File: src/rtl/alu_sched_pkg.sv
// Shared types and constants for the KGPMini ALU sharing scheduler.
package alu_sched_pkg;

  localparam int ALU_DW = 32;
  localparam int ALU_CW = 5;
  localparam int ALU_FW = 3;

  typedef enum logic [1:0] {
    IDLE = 2'd0,
    EXEC = 2'd1,
    RESP = 2'd2
  } state_t;

  localparam logic [ALU_CW-1:0] ALU_AND = 5'b00000;
  localparam logic [ALU_CW-1:0] ALU_OR  = 5'b00001;
  localparam logic [ALU_CW-1:0] ALU_XOR = 5'b00010;
  localparam logic [ALU_CW-1:0] ALU_NOT = 5'b00011;
  localparam logic [ALU_CW-1:0] ALU_SLL = 5'b01000;
  localparam logic [ALU_CW-1:0] ALU_SRL = 5'b01001;
  localparam logic [ALU_CW-1:0] ALU_ADD = 5'b10000;
  localparam logic [ALU_CW-1:0] ALU_SUB = 5'b10001;

  // Counter width able to hold 0..n, never narrower than one bit.
  function automatic int cnt_w(input int n);
    return ($clog2(n + 1) > 1) ? $clog2(n + 1) : 1;
  endfunction

endpackage

File: src/rtl/rr_arb2.sv
// Two-way round-robin arbiter; picks the requester that did not win last time on a tie.
module rr_arb2 (
  input  logic [1:0] req,
  input  logic       last_grant,
  output logic       gnt_idx
);

  always_comb begin
    gnt_idx = ~last_grant;
    case (req)
      2'b01:   gnt_idx = 1'b0;
      2'b10:   gnt_idx = 1'b1;
      default: gnt_idx = ~last_grant;
    endcase
  end

endmodule

File: src/rtl/alu_share_sched.sv
// Time-shares one combinational ALU between the execute stage (req 0) and the
// branch/address unit (req 1): arbitrate, hold operands, capture, respond.
module alu_share_sched
  import alu_sched_pkg::*;
#(
  parameter int DW          = ALU_DW,
  parameter int CW          = ALU_CW,
  parameter int FW          = ALU_FW,
  parameter int EXEC_CYCLES = 1
) (
  input  logic          clk,
  input  logic          rst,
  input  logic [1:0]    req_valid,
  output logic [1:0]    req_ready,
  input  logic [DW-1:0] req0_a,
  input  logic [DW-1:0] req0_b,
  input  logic [CW-1:0] req0_ctrl,
  input  logic [DW-1:0] req1_a,
  input  logic [DW-1:0] req1_b,
  input  logic [CW-1:0] req1_ctrl,
  output logic [1:0]    rsp_valid,
  input  logic [1:0]    rsp_ready,
  output logic [DW-1:0] rsp_out,
  output logic [FW-1:0] rsp_flags,
  output logic [DW-1:0] alu_a,
  output logic [DW-1:0] alu_b,
  output logic [CW-1:0] alu_ctrl,
  input  logic [DW-1:0] alu_out,
  input  logic [FW-1:0] alu_flags,
  output logic          busy
);

  localparam int              CNTW     = cnt_w(EXEC_CYCLES);
  localparam logic [CNTW-1:0] CNT_LAST = CNTW'(EXEC_CYCLES - 1);

  state_t              state, state_nxt;
  logic                last_grant;
  logic                gnt;
  logic [CNTW-1:0]     cnt;
  logic [1:0][DW-1:0]  op_a, op_b;
  logic [1:0][CW-1:0]  op_ctrl;
  logic                accept, exec_done, rsp_hs;

  assign op_a    = {req1_a,    req0_a};
  assign op_b    = {req1_b,    req0_b};
  assign op_ctrl = {req1_ctrl, req0_ctrl};

  rr_arb2 u_arb (
    .req        (req_valid),
    .last_grant (last_grant),
    .gnt_idx    (gnt)
  );

  // last_grant doubles as the owner of the in-flight op once we leave IDLE.
  assign accept    = (state == IDLE) && req_valid[gnt];
  assign exec_done = (state == EXEC) && (cnt == CNT_LAST);
  assign rsp_hs    = (state == RESP) && rsp_ready[last_grant];

  always_ff @(posedge clk) begin
    if (rst) state <= IDLE;
    else     state <= state_nxt;
  end

  always_comb begin
    state_nxt = state;
    req_ready = 2'b00;
    rsp_valid = 2'b00;
    busy      = 1'b1;
    unique case (state)
      IDLE: begin
        busy = 1'b0;
        if (|req_valid) req_ready = {gnt, ~gnt};
        if (accept) state_nxt = EXEC;
      end
      EXEC: if (exec_done) state_nxt = RESP;
      RESP: begin
        rsp_valid = {last_grant, ~last_grant};
        if (rsp_hs) state_nxt = IDLE;
      end
      default: state_nxt = IDLE;
    endcase
  end

  // ALU operands stay registered outside EXEC so the shared unit never sees a glitch.
  always_ff @(posedge clk) begin
    if (rst) begin
      last_grant <= 1'b1;
      cnt        <= '0;
      alu_a      <= '0;
      alu_b      <= '0;
      alu_ctrl   <= '0;
      rsp_out    <= '0;
      rsp_flags  <= '0;
    end else if (accept) begin
      last_grant <= gnt;
      cnt        <= '0;
      alu_a      <= op_a[gnt];
      alu_b      <= op_b[gnt];
      alu_ctrl   <= op_ctrl[gnt];
    end else if (state == EXEC) begin
      cnt <= cnt + CNTW'(1);
      if (exec_done) begin
        rsp_out   <= alu_out;
        rsp_flags <= alu_flags;
      end
    end
  end

endmodule

File: config.mk
export PLATFORM = sky130hd
export DESIGN_NAME = alu_share_sched
export DESIGN_NICKNAME = d
export VERILOG_FILES = /design/src/rtl/alu_sched_pkg.sv /design/src/rtl/rr_arb2.sv /design/src/rtl/alu_share_sched.sv
export SDC_FILE = /design/constraint.sdc
export NUM_CORES = 1
export LEC_CHECK = 0
export ABC_CLOCK_PERIOD_IN_PS = 1600
export CORE_ASPECT_RATIO = 0.75
export CORE_UTILIZATION = 32
export CTS_BUF_LIST = sky130_fd_sc_hd__clkbuf_16
export CTS_CLUSTER_SIZE = 40
export DETAILED_ROUTE_END_ITERATION = 6
export HOLD_SLACK_MARGIN = 0.02
export PLACE_DENSITY = 0.81
export SLEW_MARGIN = 20
export SYNTH_ARGS = -nofsm -noshare
export SYNTH_HDL_FRONTEND = slang
export SYNTH_SLANG_ARGS = --single-unit
File: constraint.sdc
create_clock -name clk -period 1.6 [get_ports clk]
set_clock_uncertainty 0.15 [all_clocks]
set_input_delay 0.32 -clock clk [delete_from_list [all_inputs] [get_ports clk]]
set_output_delay 0.32 -clock clk [all_outputs]
set_load 0.01 [all_outputs]
==> flow_summary.yaml, run 1 <==
logic_synthesis:
  syn_nets: 667
  synth_seq_area_share: 0.502
  synth_edf_count: 0
  synth_cell_type_count: 25
  synth.most_common_cell: "nand2_1"
  synth_seq_cells: 108
  yosysWarnings: 0
  syn-cell-area_sq_mm: 0.00430
  yosys.area.top_type_share: 0.502
  synth_top_area_cell: "dfxtp_1"
  synth_commonest_cells: "141 x nand2_1, 108 x dfxtp_1, 70 x mux2i_1"
  syn_inst: 485
  yosys-top-cells-area: "dfxtp_1 50%, mux2i_1 16%, nand2_1 12%"
  synth_ff_type: "dfxtp_1"
  avgSynthCellArea_sq_um: 8.87
  async_flop_share: 0
sta:
  rsz0062_at_grt: "true"
  finalHoldViolCount: 0
  max_slew_margin: 0.723
  slew_viol_final: 0
  tightest_slew_ps: 415
  min_period_ps: 1750
  final.setup.worst_slack_ps: -151
  setup_viol: 73
  post-route-period-util: 1.09
  max_freq_mhz: 571
cts:
  cts_tree: "done"
  clkLatencyLatePin_ps: 330
  cts_buffer_depth: 2
  cts.sinks: 108
  cts-root-buf: "clkbuf_16"
  cts_made_buffers: 9
  htree_num_levels: 3
  clkSlewWorstSetupHoldPaths_ps: 70
setup_path:
  worstPathArrival_ps: 1280
  worstPathCellList: "or2_4 -> nor3_4 -> buf_2"
  path_max_fanout: 4
  cp-end-kind: "primary output"
  start_kind: "flop"
  cpMaxStageDelayCell: "dfxtp_4"
  crit_required_ps: 1130
  critPathMaxStageDelay_ps: 370
  r2r_setup_slack_ps: -110
  crit_type: "flop to primary output"
power_and_ir_drop:
  p_per_area_mw_per_mm2: 925
  peakVddDrop_uv: 516
  p_leak_uw: 0.00382
  finalPower_uw: 7690
floorplanning:
  num_io_pins: 288
  die_y_um: 102
  initial_core_util: 0.330
  rows: 36
  fp.coreArea_sq_mm: 0.0131
  die-width_um: 136
  die-area_sq_mm: 0.0139
placed_design:
  postPlaceCellArea_sq_mm: 0.00758
  place_congestion: 0.746
  io_buffers: 287
  hpwlAfterDp_um: 10600
global_routing:
  grt_first_pass_wirelength_um: 22300
  gr-total-overflow: 0
  grt_max_degree: 58
  grtUsageTotal: 0.212
  antenna_found_initial: 0
  grt_pass1_vias: 4366
detailed_routing:
  wl_um: 15700
  vias: 4573
  routedWlPerCell_um: 16.1
  first_iter_violations: 140
  firstDrtPassIters: 4
  route.detailed.drc: 0
  viasPerCell: 4.69
  ant_nets: 0
run_status:
  status: "complete, but fails checks"
  violations: "negative setup slack"
layout:
  drive_gt1_frac: 0.142
  nets: 981
  diodes: 0
  fin_area_sq_mm: 0.00832
  fillCellCount: 1106
  area_delta_synth_final_pct: 93.2
run:
  cap_violations: 0
min_path:
  hold_class: "flop to flop"
## per-stage QoR
step / setup slack [ps] / instances / hold WS, ps / setup TNS (ps) / utilization
floorplan: -131 / 485 / 306 / -7550 / -
global placement: -981 / 938 / 282 / -66220 / 0.580
detailed placement: -1010 / 938 / 290 / -67840 / 0.580
CTS: -161 / 976 / 298 / -7160 / 0.625
global route: -228 / 975 / 311 / -10870 / 0.637
finish: -151 / 975 / 292 / -6350 / 0.637
## power by group
group          total, uW  switching, uW  internal, uW  leakage, uW
Clock               2080           1020          1070     0.000138
Combinational       2480           1050          1430      0.00279
Sequential          3120            149          2980     0.000889
## worst paths after layout
kind	startpoint	endpoint	cells past startpoint
setup reg to reg	last_grant	alu_a[16]	7
hold reg to reg	alu_a[6]	alu_a[6]	2
setup / recovery	state[0]	req_ready[1]	3
hold / removal	alu_a[6]	alu_a[6]	2
## critical path: cells and delay by family (launching register included)
family	cells	cell delay (ps)
and+or+nand+nor	2	420
DFF	1	370
buffers and inverters	1	160
## flip-flops by register name, indices dropped and copies added, names as in the netlist
register / flops
alu_a: 32
alu_b: 32
alu_ctrl: 5
cnt: 1
last_grant: 1
rsp_flags: 3
rsp_out: 32
state: 2
## cell type report
cell class                 instances  area [sq um]  area share
sequential                       108          2170       0.261
multi-input combinational        339          2100       0.253
clock inverter                     7          48.8     0.00587
timing repair buffer             337          3530       0.425
inverter                           4          23.8     0.00286
tap                              171           214      0.0257
clock buffer                       9           225      0.0271
## routing by layer
metal | global-route usage | up-vias | part of all wire
met4 | 0.0632 | 0 | 0.013
met2 | 0.369 | 184 | 0.48
met1 | 0.250 | 2114 | 0.42
met3 | 0.0675 | 14 | 0.080
met5 | 0 | - | 0
li1 | - | 2261 | -
## what timing repair did
item	in CTS	in global routing
hold buffers	0	0
resized for setup	213	48
pin swaps	8	14
setup endpoints to repair	216	109
hold endpoints to repair	0	0
gates cloned	9	3
setup buffers	14	3
## layout by cell type, fill, tap and decap left out, drive strengths merged
master and n:
clkdlybuf4s50 176, nand2 141, dfxtp 108, dlygate4sd2 104, o21ai 70, mux2i 70, buf 54, a21oi 39
clkbuf 12, inv 6, nor2 4, nor3 4, clkinv 4, ha 3, or2 1, clkinvlp 1
nor3b 1, and3 1, nand2b 1, or3 1, nand3 1, a221o 1, a21boi 1
## cells by family (layout without fill, tap and decap cells)
| group | after synthesis | in the layout | synth area share |
|---|---|---|---|
| AOI/OAI and AO/OA | 111 | 111 | 0.133 |
| adders and majority gates | 3 | 3 | 0.00872 |
| and+or+nand+nor | 155 | 155 | 0.146 |
| muxes | 70 | 70 | 0.163 |
| buffers and inverters | 38 | 357 | 0.0480 |
| DFF | 108 | 108 | 0.502 |
(Power assumes the default switching activity.)
==> run 2, diff against run 1 <==
--- a/config.mk
+++ b/config.mk
@@ -12,7 +12,7 @@
 export CTS_CLUSTER_SIZE = 40
 export DETAILED_ROUTE_END_ITERATION = 6
 export HOLD_SLACK_MARGIN = 0.02
-export PLACE_DENSITY = 0.81
+export PLACE_DENSITY = 0.76
 export SLEW_MARGIN = 20
 export SYNTH_ARGS = -nofsm -noshare
 export SYNTH_HDL_FRONTEND = slang
==> run 2 against run 1 <==
Net effect:
- the flow still finishes with violations (negative setup slack)
- global-route usage is 0.25 points lower
- setup slack better by 12 ps
- clock-buffer cell count unchanged
- critical path type unchanged
- critical endpoint is now req_ready[0]
- largest cell class unchanged
- largest power group unchanged
==> flow_summary.yaml, run 2 (synthesis results as in run 1) <==
placed_design:
  dp_slack_ps: -1020
  place_congestion: 0.806
  io_buffers: 287
  postPlaceCellArea_sq_mm: 0.00756
  hpwlAfterDp_um: 11000
setup_path:
  crit_buf_inv: 2
  worstPathCellList: "buf_6 -> nor3_4 -> nand2_2 -> nor2_2 -> buf_2"
  start_kind: "flop"
  cpLargestDelayFamily: "flip-flops"
  worstPathArrival_ps: 1270
  cpMaxStageDelayCell: "dfxtp_2"
  path_max_fanout: 3
  crit_type: "flop to primary output"
  crit_required_ps: 1130
  critPathMaxStageDelay_ps: 340
  cp-end-kind: "primary output"
cts:
  cts_made_buffers: 9
  clkLatencyLatePin_ps: 350
  htree_num_levels: 3
  cts-root-buf: "clkbuf_16"
  clkSlewWorstSetupHoldPaths_ps: 70
  cts_buffer_depth: 2
  cts_tree: "done"
  cts.sinks: 108
  postCtsHoldBufs: 0
detailed_routing:
  vias: 4725
  first_iter_violations: 126
  firstDrtPassIters: 4
  routedWlPerCell_um: 17.4
  ant_nets: 0
  wl_um: 17000
  viasPerCell: 4.81
  route.detailed.drc: 0
layout:
  drive_gt1_frac: 0.249
  top_regs: "alu_a (32), alu_b (32), rsp_out (32)"
  multi_input_area_sq_mm: 0.00254
  fillCellCount: 1021
  diodes: 0
  nets: 988
  fin_area_sq_mm: 0.00878
  ff_latch_area_sq_mm: 0.00217
  area_delta_synth_final_pct: 104
  final_cell_mix: "176 x clkdlybuf4s50_1, 105 x dfxtp_1, 104 x dlygate4sd2_1"
  fin_util: 0.672
  final_common_cell: "clkdlybuf4s50_1"
global_routing:
  grt_max_degree: 61
  grt_pass1_vias: 4529
  antenna_found_initial: 0
  gr-total-overflow: 0
  grt_first_pass_wirelength_um: 22100
  grtUsageTotal: 0.209
sta:
  finalHoldViolCount: 0
  max_slew_margin: 0.656
  rsz0062_at_grt: "true"
  tightest_slew_ps: 516
  final.setup.worst_slack_ps: -139
  slew_viol_final: 0
  finalSetupTns_ps: -4930
  max_freq_mhz: 575
  min_period_ps: 1740
  post-route-period-util: 1.09
  setup_viol: 97
power_and_ir_drop:
  p_per_area_mw_per_mm2: 903
  p_sw_uw: 2390
  switching_share: 0.301
  internal_power_uw: 5540
  peakVddDrop_uv: 691
  finalPower_uw: 7930
  p_leak_uw: 0.00402
  clkPwrFrac: 0.262
  power.share.sequential: 0.398
  power_frac_comb: 0.340
floorplanning:
  fp.coreArea_sq_mm: 0.0131
  initial_core_util: 0.330
  rows: 36
  die-width_um: 136
  die-area_sq_mm: 0.0139
  num_io_pins: 288
  die_y_um: 102
run_status:
  status: "complete, but fails checks"
  violations: "negative setup slack"
min_path:
  hold_class: "flop to flop"
run:
  cap_violations: 0
## run 2: what timing repair did
action | 4_1_cts | 5_1_grt
setup endpoints to repair | 180 | 110
gates cloned | 2 | 10
resized for setup | 222 | 169
setup buffers | 14 | 1
pin swaps | 8 | 86
## run 2: metrics by stage
stage / instances / hold slack (ps)
CTS: 972 / 299
floorplan: 485 / 306
global route: 982 / 313
finish: 982 / 294
detailed placement: 941 / 291
global placement: 941 / 283
## run 2: layer usage
metal,GRT usage,wire length [um],vias to the layer above
met5,0,0,-
met3,0.0779,1340,38
met4,0.0940,482,0
met2,0.373,8640,191
li1,-,-,2284
met1,0.222,6570,2212
## run 2: worst paths after layout
path / start / to / slack [ps] / cells after the start
min reg2reg: alu_b[17] / alu_b[17] / 290 / 2
min: alu_b[17] / alu_b[17] / 290 / 2
max reg2reg: state[1] / rsp_flags[1] / -90 / 6
max: state[0] / req_ready[0] / -140 / 5
## run 2: power by group through the flow
| stage | Sequential [uW] | Clock (uW) | Combinational [uW] |
|---|---|---|---|
| CTS | 3120 | 2140 | 2260 |
| detailed placement | 3190 | 0 | 2200 |
| finish | 3150 | 2080 | 2700 |
| global placement | 3170 | 0 | 2150 |
| floorplan | 3310 | 0 | 756 |
| global route | 3190 | 2240 | 2860 |
## run 2: tightest hold or removal path: stages (launching register included)
cell and delay, ps:
dfxtp_1 310, nand2_1 40, o21ai_1 50
## run 2: area by class of cell
| cell class | count | area share |
|---|---|---|
| sequential | 108 | 0.247 |
| clock buffer | 9 | 0.0256 |
| timing repair buffer | 344 | 0.406 |
| clock inverter | 7 | 0.00499 |
| tap | 171 | 0.0244 |
| inverter | 4 | 0.00242 |
| multi-input combinational | 339 | 0.290 |
